$ cat src/rtl/bcd_addsub_serial.sv
// bcd_addsub_serial
//   Digit-serial BCD adder/subtractor. One decimal digit is processed per
//   clock, least significant digit first. Subtraction adds the nines'
//   complement of B with an inverted borrow as the initial carry, so a
//   borrow shows up as cout=0 and a ten's-complement result.
//
// Ports
//   clk        clock, rising edge
//   rst_n      synchronous active-low reset
//   in_valid   operands/mode valid
//   in_ready   high while IDLE (combinational)
//   a, b       packed BCD operands, digit 0 in bits [3:0]
//   cin        add: carry-in, sub: borrow-in
//   sub        0 = A+B+cin, 1 = A-B-cin
//   out_valid  result valid
//   out_ready  consumer accepts result
//   sum        packed BCD result
//   cout       add: carry-out, sub: 1 = no borrow
//   err        some nibble of a or b was above 9
//
// state | meaning
// IDLE  | waiting for operands, in_ready=1
// RUN   | one digit per cycle, index 0..NDIG-1
// DONE  | result presented, waiting for out_ready

module bcd_addsub_serial #(
  parameter int NDIG = 4
) (
  input  logic              clk,
  input  logic              rst_n,
  input  logic              in_valid,
  output logic              in_ready,
  input  logic [4*NDIG-1:0] a,
  input  logic [4*NDIG-1:0] b,
  input  logic              cin,
  input  logic              sub,
  output logic              out_valid,
  input  logic              out_ready,
  output logic [4*NDIG-1:0] sum,
  output logic              cout,
  output logic              err
);

  localparam int W  = 4 * NDIG;
  localparam int IW = (NDIG > 1) ? $clog2(NDIG) : 1;
  localparam logic [IW-1:0] LAST_IDX = IW'(NDIG - 1);

  typedef enum logic [1:0] {
    IDLE = 2'd0,
    RUN  = 2'd1,
    DONE = 2'd2
  } state_t;

  state_t        state;
  logic [IW-1:0] idx;
  logic [W-1:0]  a_sh;
  logic [W-1:0]  b_sh;
  logic [W-1:0]  acc;
  logic          sub_r;
  logic          carry;
  logic          err_acc;

  // digit datapath for the current LSD of the shifted operands
  logic [3:0]    a_d;
  logic [3:0]    b_d;
  logic [3:0]    bd;
  logic [4:0]    s;
  logic [4:0]    s_adj;
  logic [3:0]    digit;
  logic          carry_next;
  logic          bad_digit;
  logic [W+3:0]  acc_cat;
  logic [W-1:0]  acc_next;

  always_comb begin
    a_d        = a_sh[3:0];
    b_d        = b_sh[3:0];
    // nines' complement of b wraps mod 16 for invalid digits, by design
    bd         = sub_r ? (4'd9 - b_d) : b_d;
    s          = {1'b0, a_d} + {1'b0, bd} + {4'd0, carry};
    s_adj      = s + 5'd6;
    carry_next = (s > 5'd9);
    digit      = carry_next ? s_adj[3:0] : s[3:0];
    bad_digit  = (a_d > 4'd9) || (b_d > 4'd9);
    // new digit enters at the top; after NDIG shifts digit 0 sits at [3:0]
    acc_cat    = {digit, acc};
    acc_next   = acc_cat[W+3:4];
  end

  assign in_ready = (state == IDLE);

  always_ff @(posedge clk) begin
    if (!rst_n) begin
      state     <= IDLE;
      idx       <= '0;
      a_sh      <= '0;
      b_sh      <= '0;
      acc       <= '0;
      sub_r     <= 1'b0;
      carry     <= 1'b0;
      err_acc   <= 1'b0;
      out_valid <= 1'b0;
      sum       <= '0;
      cout      <= 1'b0;
      err       <= 1'b0;
    end else begin
      case (state)
        IDLE: begin
          if (in_valid) begin
            a_sh    <= a;
            b_sh    <= b;
            sub_r   <= sub;
            carry   <= sub ? ~cin : cin;
            err_acc <= 1'b0;
            acc     <= '0;
            idx     <= '0;
            state   <= RUN;
          end
        end
        RUN: begin
          a_sh    <= a_sh >> 4;
          b_sh    <= b_sh >> 4;
          acc     <= acc_next;
          carry   <= carry_next;
          err_acc <= err_acc | bad_digit;
          if (idx == LAST_IDX) begin
            sum       <= acc_next;
            cout      <= carry_next;
            err       <= err_acc | bad_digit;
            out_valid <= 1'b1;
            state     <= DONE;
          end else begin
            idx <= idx + 1'b1;
          end
        end
        DONE: begin
          if (out_ready) begin
            out_valid <= 1'b0;
            state     <= IDLE;
          end
        end
        default: begin
          state     <= IDLE;
          out_valid <= 1'b0;
        end
      endcase
    end
  end

endmodule

$ cat config.mk
export PLATFORM = sky130hd
export DESIGN_NAME = bcd_addsub_serial
export DESIGN_NICKNAME = d
export VERILOG_FILES = /design/src/rtl/bcd_addsub_serial.sv
export SDC_FILE = /design/constraint.sdc
export NUM_CORES = 1
export LEC_CHECK = 0
export BUFFER_PORTS_ARGS = -buffer_cell sky130_fd_sc_hd__buf_2
export CAP_MARGIN = 20
export CORE_ASPECT_RATIO = 1.75
export CORE_MARGIN = 8
export CORE_UTILIZATION = 49
export DETAILED_ROUTE_END_ITERATION = 6
export HOLD_SLACK_MARGIN = 0.06
export PLACE_DENSITY = 0.75
export SETUP_SLACK_MARGIN = 0.3
export SLEW_MARGIN = 20
export SYNTH_ARGS = -nofsm -noshare
export SYNTH_HDL_FRONTEND = slang
export SYNTH_SLANG_ARGS = --single-unit
$ cat constraint.sdc
create_clock -name clk -period 3 [get_ports clk]
set_input_delay 0.45 -clock clk [delete_from_list [all_inputs] [get_ports clk]]
set_output_delay 0.45 -clock clk [all_outputs]
set_load 0.02 [all_outputs]
# [Word-level counts from Yosys, hierarchy flattened]
# Cells that the tools add are included.
# Widths: inputs -> output; s select.
[word_totals] elab_cells=62 reg_bits=74 inputBits=38 mem_count=0 romBits=0 latchBits=0 ramBits=0 output_inout_bits=20
[op_classes] n_eq_ne=7 muxes=23 n_lt_le_gt_ge=3 multipliers=0 bitwise_logic=3 div_mod_pow=0 n_reduce_logical=9 addsub=5 shift=0
[ops] op="$pmux 16 s2" count=3
[ops] op="$mux 16" count=3
[ops] op="$mux 2" count=5
[ops] op="$reduce_and 3->1" count=3
[ops] op="$gt 4x4->1 const B" count=2
[ops] op="$mux 4" count=2
[ops] op="$ne 2x2->1 const B" count=4
[ops] op="$pmux 2 s3" count=1
[ops] op="$reduce_and 2->1" count=3
[ops] op="$add 4x4->5" count=1
[ops] op="$add 5x1->5" count=1
[ops] op="$gt 5x4->1 const B" count=1
[ops] op="$mux 1" count=5
[ops] op="$add 4x3->4 const B" count=1
[ops] op="$eq 2x2->1 const B" count=2
[ops] op="$pmux 1 s2" count=2
[ops] op="$pmux 2 s2" count=1
[ops] op="$sub 4x4->4 const A" count=1
[ops] op="$pmux 1 s3" count=1
[ops] op="$add 2x1->2 const B" count=1
[ops] op="$eq 2x1->1 const B" count=1
[ops] op="$logic_not 2->1" count=1
[ops] op="$not 1->1" count=2
[ops] op="$reduce_bool 2->1" count=1
[ops] op="2 further kinds" count=2

# [Logic depth before layout (Yosys ltp)]
# Gate-level depths: netlist (run 1).
[depth] word_depth=7 depth_mapped=11 depth_no_buf=11

# [Worst setup path before layout (run 1)]
# OpenSTA, ideal clock, no wires.
[synth_path] kind="flip-flop to flip-flop" from="register sub_r" to="register acc[14]" synth_period_minus_slack_ps=2779 arrival_time_ps=2712 path_stages_with_launch=12 path_buffers=1 setup_slack_ps=221 required_ps=2933 setup_ps=67 cell_sequence="dfxtp_1 xnor2_1 fa_1 inv_1 fa_1 clkbuf_1 inv_1 ha_1 a22o_1 o31a_1 mux2_4 o21ai_2"
[synth_via] elab_chain_cells=6 word_cells_on_any_way=7 cone_classes="add/sub (3); order compare (1); mux (3)"
[synth_lines] item="start: declaration" line="59" source="logic sub_r;"
[synth_lines] item="start signal: assignment" line="112" source="sub_r <= sub;"
[synth_lines] item="$mux 4 *" line="79" source="bd = sub_r ? (4'd9 - b_d) : b_d;"
[synth_lines] item="$add 4x4->5 *" line="80" source="s = {1'b0, a_d} + {1'b0, bd} + {4'd0, carry};"
[synth_lines] item="$add 5x1->5 *" line="80"
[synth_lines] item="$add 4x3->4 / $gt 5x4->1 (equally long branches)" line="81, 82"
[synth_lines] item="$mux 4 *" line="83" source="digit = carry_next ? s_adj[3:0] : s[3:0];"
[synth_lines] item="$pmux 16 s2 *" line="107" source="case (state)"
[synth_lines] item="end signal: assignment" line="123" source="acc <= acc_next;"
[synth_lines] item="end: declaration" line="58" source="logic [W-1:0] acc;"
# Every way passes the cells marked *; elsewhere a longest branch is shown, timed or not.
# A chain may end at the register's enable or synchronous reset.

# [Final worst setup path (run 1)]
[layout_path] from="register b_sh[0]" to="register acc[14]"
[layout_via] elab_chain_cells=7 word_cells_on_any_way=8 cone_classes="add/sub (4); order compare (1); mux (3)"
[layout_lines] item="start: declaration" line="57" source="logic [W-1:0] b_sh;"
[layout_lines] item="start signal: assignment" line="122" source="b_sh <= b_sh >> 4;"
[layout_lines] item="$sub 4x4->4" line="79"
[layout_lines] item="$mux 4 *" line="79"
[layout_lines] item="$add 4x4->5 *" line="80"
[layout_lines] item="$add 5x1->5 *" line="80"
[layout_lines] item="$add 4x3->4 / $gt 5x4->1 (equally long branches)" line="81, 82"
[layout_lines] item="$mux 4 *" line="83"
[layout_lines] item="$pmux 16 s2 *" line="107"
# Marks and branches as above.

==> reports/metrics.yaml, run 1 <==
worstSetupPathDepth: 10
capture_point_of_the_critical_path: "acc[14]$_SDFFE_PN0P_"
synthesis.nets: 432
worstSkewPairLatency_ns: 0.35
async_flop_share_pct: 0
portBuffers: 57
synth_top_flop_cell: "dfxtp_1"
min_period_over_period_pct: 88.08
critical_path_arrival_ns: 2.92
power_leakage_nw: 1.558
grt_first_pass_wirelength_um: 12370
antennaDiodeCount: 0
grt_util_all_layers_pct: 16.42
reg_to_reg_critical_path_startpoint: "b_sh[0]$_SDFFE_PN0P_"
detail_route.vias_per_cell: 5.361
timing.critical_path.fanout_max: 4
worst_hold_path_type: "input pin to flip-flop"
worst-r2r-setup-slack_ns: 0.36
final_layout_size_suffix_gt1_share_pct: 23.99
ys_ff_latch: 70
start_kind: "flip-flop"
achievable-frequency_mhz: 378.5
finish.net_count: 489
cts.clk_slew.worst_paths_ns: 0.07
ys_seq_area_share_pct: 45.33
critical_path.startpoint: "b_sh[0]$_SDFFE_PN0P_"
critical_path.reg2reg.endpoint: "acc[14]$_SDFFE_PN0P_"
timing.setup.tns_ns: 0
synth_edf_count: 0
power_per_cell_area_nw_per_um2: 565.0
worst_pin_slew_ns: 0.5116
post-route-drc-count: 0
cts_tree: "built"
timing_max_transition_violations_final: 0
route.vias.total: 2820
overflow: 0
yosysUniqueCellTypes: 44
antenna_violations_before_repair: 0
synth.yosys.warnings: 0
worst_reg_to_reg_cells: 10
clock-sinks: 70
hold_slack_ns: 0.3474
crit_path_class: "flip-flop to flip-flop"
fp-row-count: 38
totalWireLength_um: 7520
vdd_drop_max_mv: 0.3714
syn_inst: 386
worst-endpoint-required_ns: 3.28
cpMaxStageDelayCell: "fa_2"
num-fill-cells: 564
crit_chain: "xnor2_4 > fa_2 > inv_2 > fa_2 > inv_2 > ha_4 > a22o_4 > o31a_1 > mux2_4 > o21ai_2"
globalplace.congestion: 0.8458
period_needed_ns: 2.642
die_y_um: 121.1
design.die.area_um2: 9208
cts_max_path_buffers: 2
syn_area_per_cell_um2: 8.010
cell_area_after_technology_mapping_um2: 3092
setup_viol: 0
rsz0062_at_grt: "yes"
core_area_um2: 6133
result_of_the_run: "finished clean"
h-tree-depth: 3
slew-limit-headroom_pct: 65.85
hpwlAfterDp_um: 5372
drt_first_pass_iters: 4
setup.worst_path.end_class: "flip-flop"
cts_made_buffers: 9
max_stage_delay_on_crit_path_ns: 0.56
first_global_vias: 2737
detailed_route_iter0_violations: 143
starting_density_of_the_core_pct: 50.41
maxCapViolations: 0
finalHoldViolCount: 0
clockRootBuffer: "clkbuf_8"
critPathBufInv: 2
syn_to_final_growth_pct: 20.56
wl_per_cell_um: 14.30
ant_nets: 0
grt_max_degree: 50
fin_skew_ns: 0.007868
die_width_um: 76.05
io_pins: 58
critPathTopFamily: "adder cells"
==> worst reg2reg max path, cell delays in order, from the launching register on <==
cell	delay, ns
dfxtp_4	0.36
xnor2_4	0.16
fa_2	0.23
inv_2	0.04
fa_2	0.56
inv_2	0.05
ha_4	0.16
a22o_4	0.25
o31a_1	0.35
mux2_4	0.32
o21ai_2	0.10
==> kinds of logic (layout without fill, tap and decap cells) <==
| logic type | count (synthesis) | after routing | share of synthesized area, % |
|---|---|---|---|
| compound gates | 94 | 94 | 20.76 |
| xor+xnor | 4 | 4 | 1.133 |
| fa+ha+maj | 8 | 8 | 3.723 |
| buf+inv | 38 | 98 | 4.735 |
| flops | 70 | 70 | 45.33 |
| mux | 5 | 5 | 1.821 |
| simple gates | 167 | 167 | 22.50 |
==> area by class of cell <==
type | count | area (um^2) | share of cell area (%)
inverter | 9 | 33.78 | 0.9063
sequential | 70 | 1413 | 37.90
timing repair buffer | 75 | 424.2 | 11.38
multi-input combinational | 278 | 1602 | 42.97
clock buffer | 12 | 145.1 | 3.894
tap | 80 | 100.1 | 2.685
clock inverter | 2 | 10.01 | 0.2685
==> state kept, by name, summed over array words and instances (netlist names) <==
register	cells
acc	12
carry	1
sub_r	1
out_valid	1
state	2
idx	2
a_sh	16
cout	1
err_acc	1
sum	16
b_sh	16
err	1
==> cell usage after synthesis, types with 2 or more instances <==
cell type   n  area, um^2
a31oi_1     2       12.51
ha_1        6       75.07
xnor2_1     3       26.28
inv_1       9       33.78
buf_1       5       18.77
a21o_1      2       15.01
nand2b_1    3       18.77
a21oi_1    33       165.2
clkbuf_1   21       78.83
or2_2       3       18.77
a311oi_1   24       210.2
nand3_1     4       20.02
a211oi_1    2       15.01
buf_2       3       15.01
mux2i_1     3       30.03
a22oi_1    13       97.59
o21ai_0     7       35.03
nand2_1    78       292.8
nor3_1      3       15.01
a22o_1      2       17.52
fa_1        2       40.04
nor2_1     61       229.0
dfxtp_1    70        1401
nor2b_1     7       43.79
==> per-stage QoR <==
| stage | util, % | power [mW] | setup slack (ns) | cells | area, um^2 |
|---|---|---|---|---|---|
| detailed placement | 56.28 | 1.388 | 0.1570 | 505 | 3452 |
| CTS | 59.38 | 2.049 | 0.3108 | 521 | 3642 |
| global placement | 56.28 | 1.373 | 0.2474 | 505 | 3452 |
| floorplan | - | 1.285 | 0.3067 | 386 | 3093 |
| global route | 60.77 | 2.197 | 0.2786 | 526 | 3727 |
| finish | 60.77 | 2.106 | 0.3577 | 526 | 3727 |
==> per-layer routing <==
layer,vias up,track usage [%],routed length (um)
met2,58,29.99,4003
li1,1442,-,-
met5,-,0,0
met3,15,4.599,381
met4,0,9.506,213
met1,1305,16.10,2922
==> worst min path at each step <==
| stage | cells past startpoint | slack [ns] | endpoint | start |
|---|---|---|---|---|
| final | 3 | 0.35 | a_sh[13]$_SDFFE_PN0P_ | a[13] |
| after detailed placement | 2 | 0.45 | sum[1]$_SDFFE_PN0P_ | acc[5]$_SDFFE_PN0P_ |
| after floorplan | 2 | 0.43 | sum[0]$_SDFFE_PN0P_ | acc[4]$_SDFFE_PN0P_ |
| after CTS | 3 | 0.34 | a_sh[12]$_SDFFE_PN0P_ | a[12] |
| after global routing | 3 | 0.36 | a_sh[13]$_SDFFE_PN0P_ | a[13] |
| after global placement | 2 | 0.44 | sum[2]$_SDFFE_PN0P_ | acc[6]$_SDFFE_PN0P_ |
==> layout by cell type, fill, tap and decap left out, drive strengths merged, types with 4 or more instances in the layout <==
cell type / instances
nand2: 78
buf: 75
dfxtp: 70
nor2: 61
a21oi: 33
a311oi: 24
a22oi: 13
clkbuf: 12
inv: 8
o21ai: 8
nor2b: 7
ha: 6
nand3: 4
==> power breakdown <==
part	switching (mW)	leakage, nW	total, mW	internal [mW]
Sequential	0.0348	0.574	1.01	0.979
Clock	0.334	0.0821	0.645	0.311
Combinational	0.231	0.902	0.447	0.217
Total	0.599	1.56	2.11	1.51
==> timing repair <==
action                                  in CTS  in global routing
endpoints found under the setup margin       2                  6
gates resized for setup                      5                 13
pin swaps                                    2                  8
buffers inserted                             2                  5
hold buffers                                 0                  0
No activity file was read; power rests on OpenSTA's default activity.
==> run 2: changes to the inputs <==
ABC_AREA = 0   (was unset)
PLACE_DENSITY = unset   (was 0.75)
PLACE_DENSITY_LB_ADDON = 0.25   (was unset)
==> run 2 against run 1 <==
Effect of this change:
- wire length is 2.9% lower
- sequential power hardly changed
- final area stayed put
- highest routed layer unchanged
- largest cell class unchanged
==> reports/metrics.yaml, run 2 (same netlist as run 1, synthesis figures left out) <==
vdd_drop_max_mv: 0.3420
finalHoldViolCount: 0
drt_first_pass_iters: 6
fp-row-count: 38
hpwlAfterDp_um: 5281
detail_route.vias_per_cell: 5.360
reg_to_reg_critical_path_startpoint: "b_sh[1]$_SDFFE_PN0P_"
capture_point_of_the_critical_path: "acc[14]$_SDFFE_PN0P_"
antennaDiodeCount: 0
critical_path_arrival_ns: 2.91
power_per_cell_area_nw_per_um2: 609.7
start_kind: "flip-flop"
result_of_the_run: "finished clean"
post-route-drc-count: 0
globalplace.congestion: 0.7994
min_period_over_period_pct: 88.06
finish.instance_area_um2: 3727
final_layout_size_suffix_gt1_share_pct: 22.62
design.die.area_um2: 9208
worst_reg_to_reg_cells: 11
clock-sinks: 70
h-tree-depth: 3
worst_pin_slew_ns: 0.5453
worst-r2r-setup-slack_ns: 0.36
cts_made_buffers: 9
syn_to_final_growth_pct: 20.56
die_width_um: 76.05
worstSkewPairLatency_ns: 0.34
hold_slack_ns: 0.3452
postPlaceCellArea_um2: 3437
clockRootBuffer: "clkbuf_8"
cts_tree: "built"
wl_per_cell_um: 13.98
ant_nets: 0
most-common-layout-cells: "78 x nand2_1, 68 x dfxtp_1, 60 x nor2_1"
layout_top_registers: "a_sh: 16 flops, b_sh: 16 flops, sum: 16 flops"
antenna_violations_before_repair: 0
maxCapViolations: 0
achievable-frequency_mhz: 378.5
fin_skew_ns: 0.007096
worst_hold_path_type: "input pin to flip-flop"
num-fill-cells: 564
starting_density_of_the_core_pct: 50.41
timing.critical_path.fanout_max: 6
overflow: 0
timing.setup.tns_ns: 0
core_area_um2: 6133
setup_viol: 0
timing_max_transition_violations_final: 0
power_leakage_nw: 1.563
period_needed_ns: 2.642
worst-endpoint-required_ns: 3.27
crit_path_class: "flip-flop to flip-flop"
rsz0062_at_grt: "yes"
die_y_um: 121.1
critical_path.reg2reg.endpoint: "acc[14]$_SDFFE_PN0P_"
first_global_vias: 2762
grt_util_all_layers_pct: 16.06
setup.worst_path.end_class: "flip-flop"
detailed_route_iter0_violations: 121
layout_commonest_cell: "nand2_1"
totalWireLength_um: 7299
grt_first_pass_wirelength_um: 12220
cts.clk_slew.worst_paths_ns: 0.07
io_pins: 58
portBuffers: 57
critical_path.startpoint: "b_sh[1]$_SDFFE_PN0P_"
finish.net_count: 483
cts_max_path_buffers: 2
slew-limit-headroom_pct: 63.42
route.vias.total: 2798
grt_max_degree: 50
hold_buffers: 0
run 2: cell types whose count changed in the layout (fill, tap and decap cells not counted), moves of 2 or more:
cell       previous run  this run
dfxtp_4               3         1
clkbuf_8             10        12
bufinv_16             0         2
buf_4                17        12
inv_1                 6         8
inv_2                 2         0
run 2: worst min-delay path by stage:
stage                                    from                     to  slack (ns)  depth (start not counted)
after floorplan           acc[4]$_SDFFE_PN0P_    sum[0]$_SDFFE_PN0P_        0.43                          2
after global placement    sum[3]$_SDFFE_PN0P_    sum[3]$_SDFFE_PN0P_        0.44                          2
after detailed placement  sum[3]$_SDFFE_PN0P_    sum[3]$_SDFFE_PN0P_        0.44                          2
after CTS                               a[12]  a_sh[12]$_SDFFE_PN0P_        0.34                          3
after global routing                    a[13]  a_sh[13]$_SDFFE_PN0P_        0.35                          3
final                                   a[12]  a_sh[12]$_SDFFE_PN0P_        0.35                          3
run 2: final cells by class:
class,instances,area [um^2],share of cell area [%]
clock inverter,3,65.06,1.746
sequential,70,1406,37.73
multi-input combinational,278,1578,42.33
clock buffer,13,168.9,4.532
inverter,9,33.78,0.9063
tap,80,100.1,2.685
timing repair buffer,69,375.4,10.07
run 2: per-stage QoR:
| step | power [mW] | cells | worst slack (ns) | util (%) |
|---|---|---|---|---|
| 6_report | 2.273 | 522 | 0.3582 | 60.77 |
| 5_1_grt | 2.384 | 522 | 0.2468 | 60.77 |
| 4_1_cts | 2.275 | 520 | 0.3133 | 60.40 |
| 3_5_place_dp | 1.387 | 503 | 0.1133 | 56.04 |
| 3_3_place_gp | 1.372 | 503 | 0.2265 | 56.04 |
| 2_1_floorplan | 1.285 | 386 | 0.3067 | - |
run 2: timing repair:
action	4_1_cts	5_1_grt
buffers inserted	1	2
resized for setup	7	2
endpoints found under the setup margin	5	5
pin swaps	3	2
run 2: critical path, stage by stage, from the launching register on:
cell,delay (ns)
dfxtp_4,0.38
inv_1,0.05
ha_1,0.28
nand2_1,0.06
o21ai_0,0.08
ha_1,0.37
xnor2_2,0.18
ha_2,0.21
a22o_4,0.27
o31a_1,0.29
mux2_4,0.31
o21ai_2,0.11
run 2: where the power goes:
group          internal [mW]  switching, mW
combinational          0.181          0.211
clock                  0.535          0.329
sequential             0.979         0.0375
total                   1.70          0.577
run 2: per-layer routing:
metal	vias up	track usage, %	share of wire, %
li1	1438	-	-
met1	1282	15.68	40
met2	61	29.62	53
met3	17	4.748	4.3
met4	0	8.395	2.8
met5	-	0	0
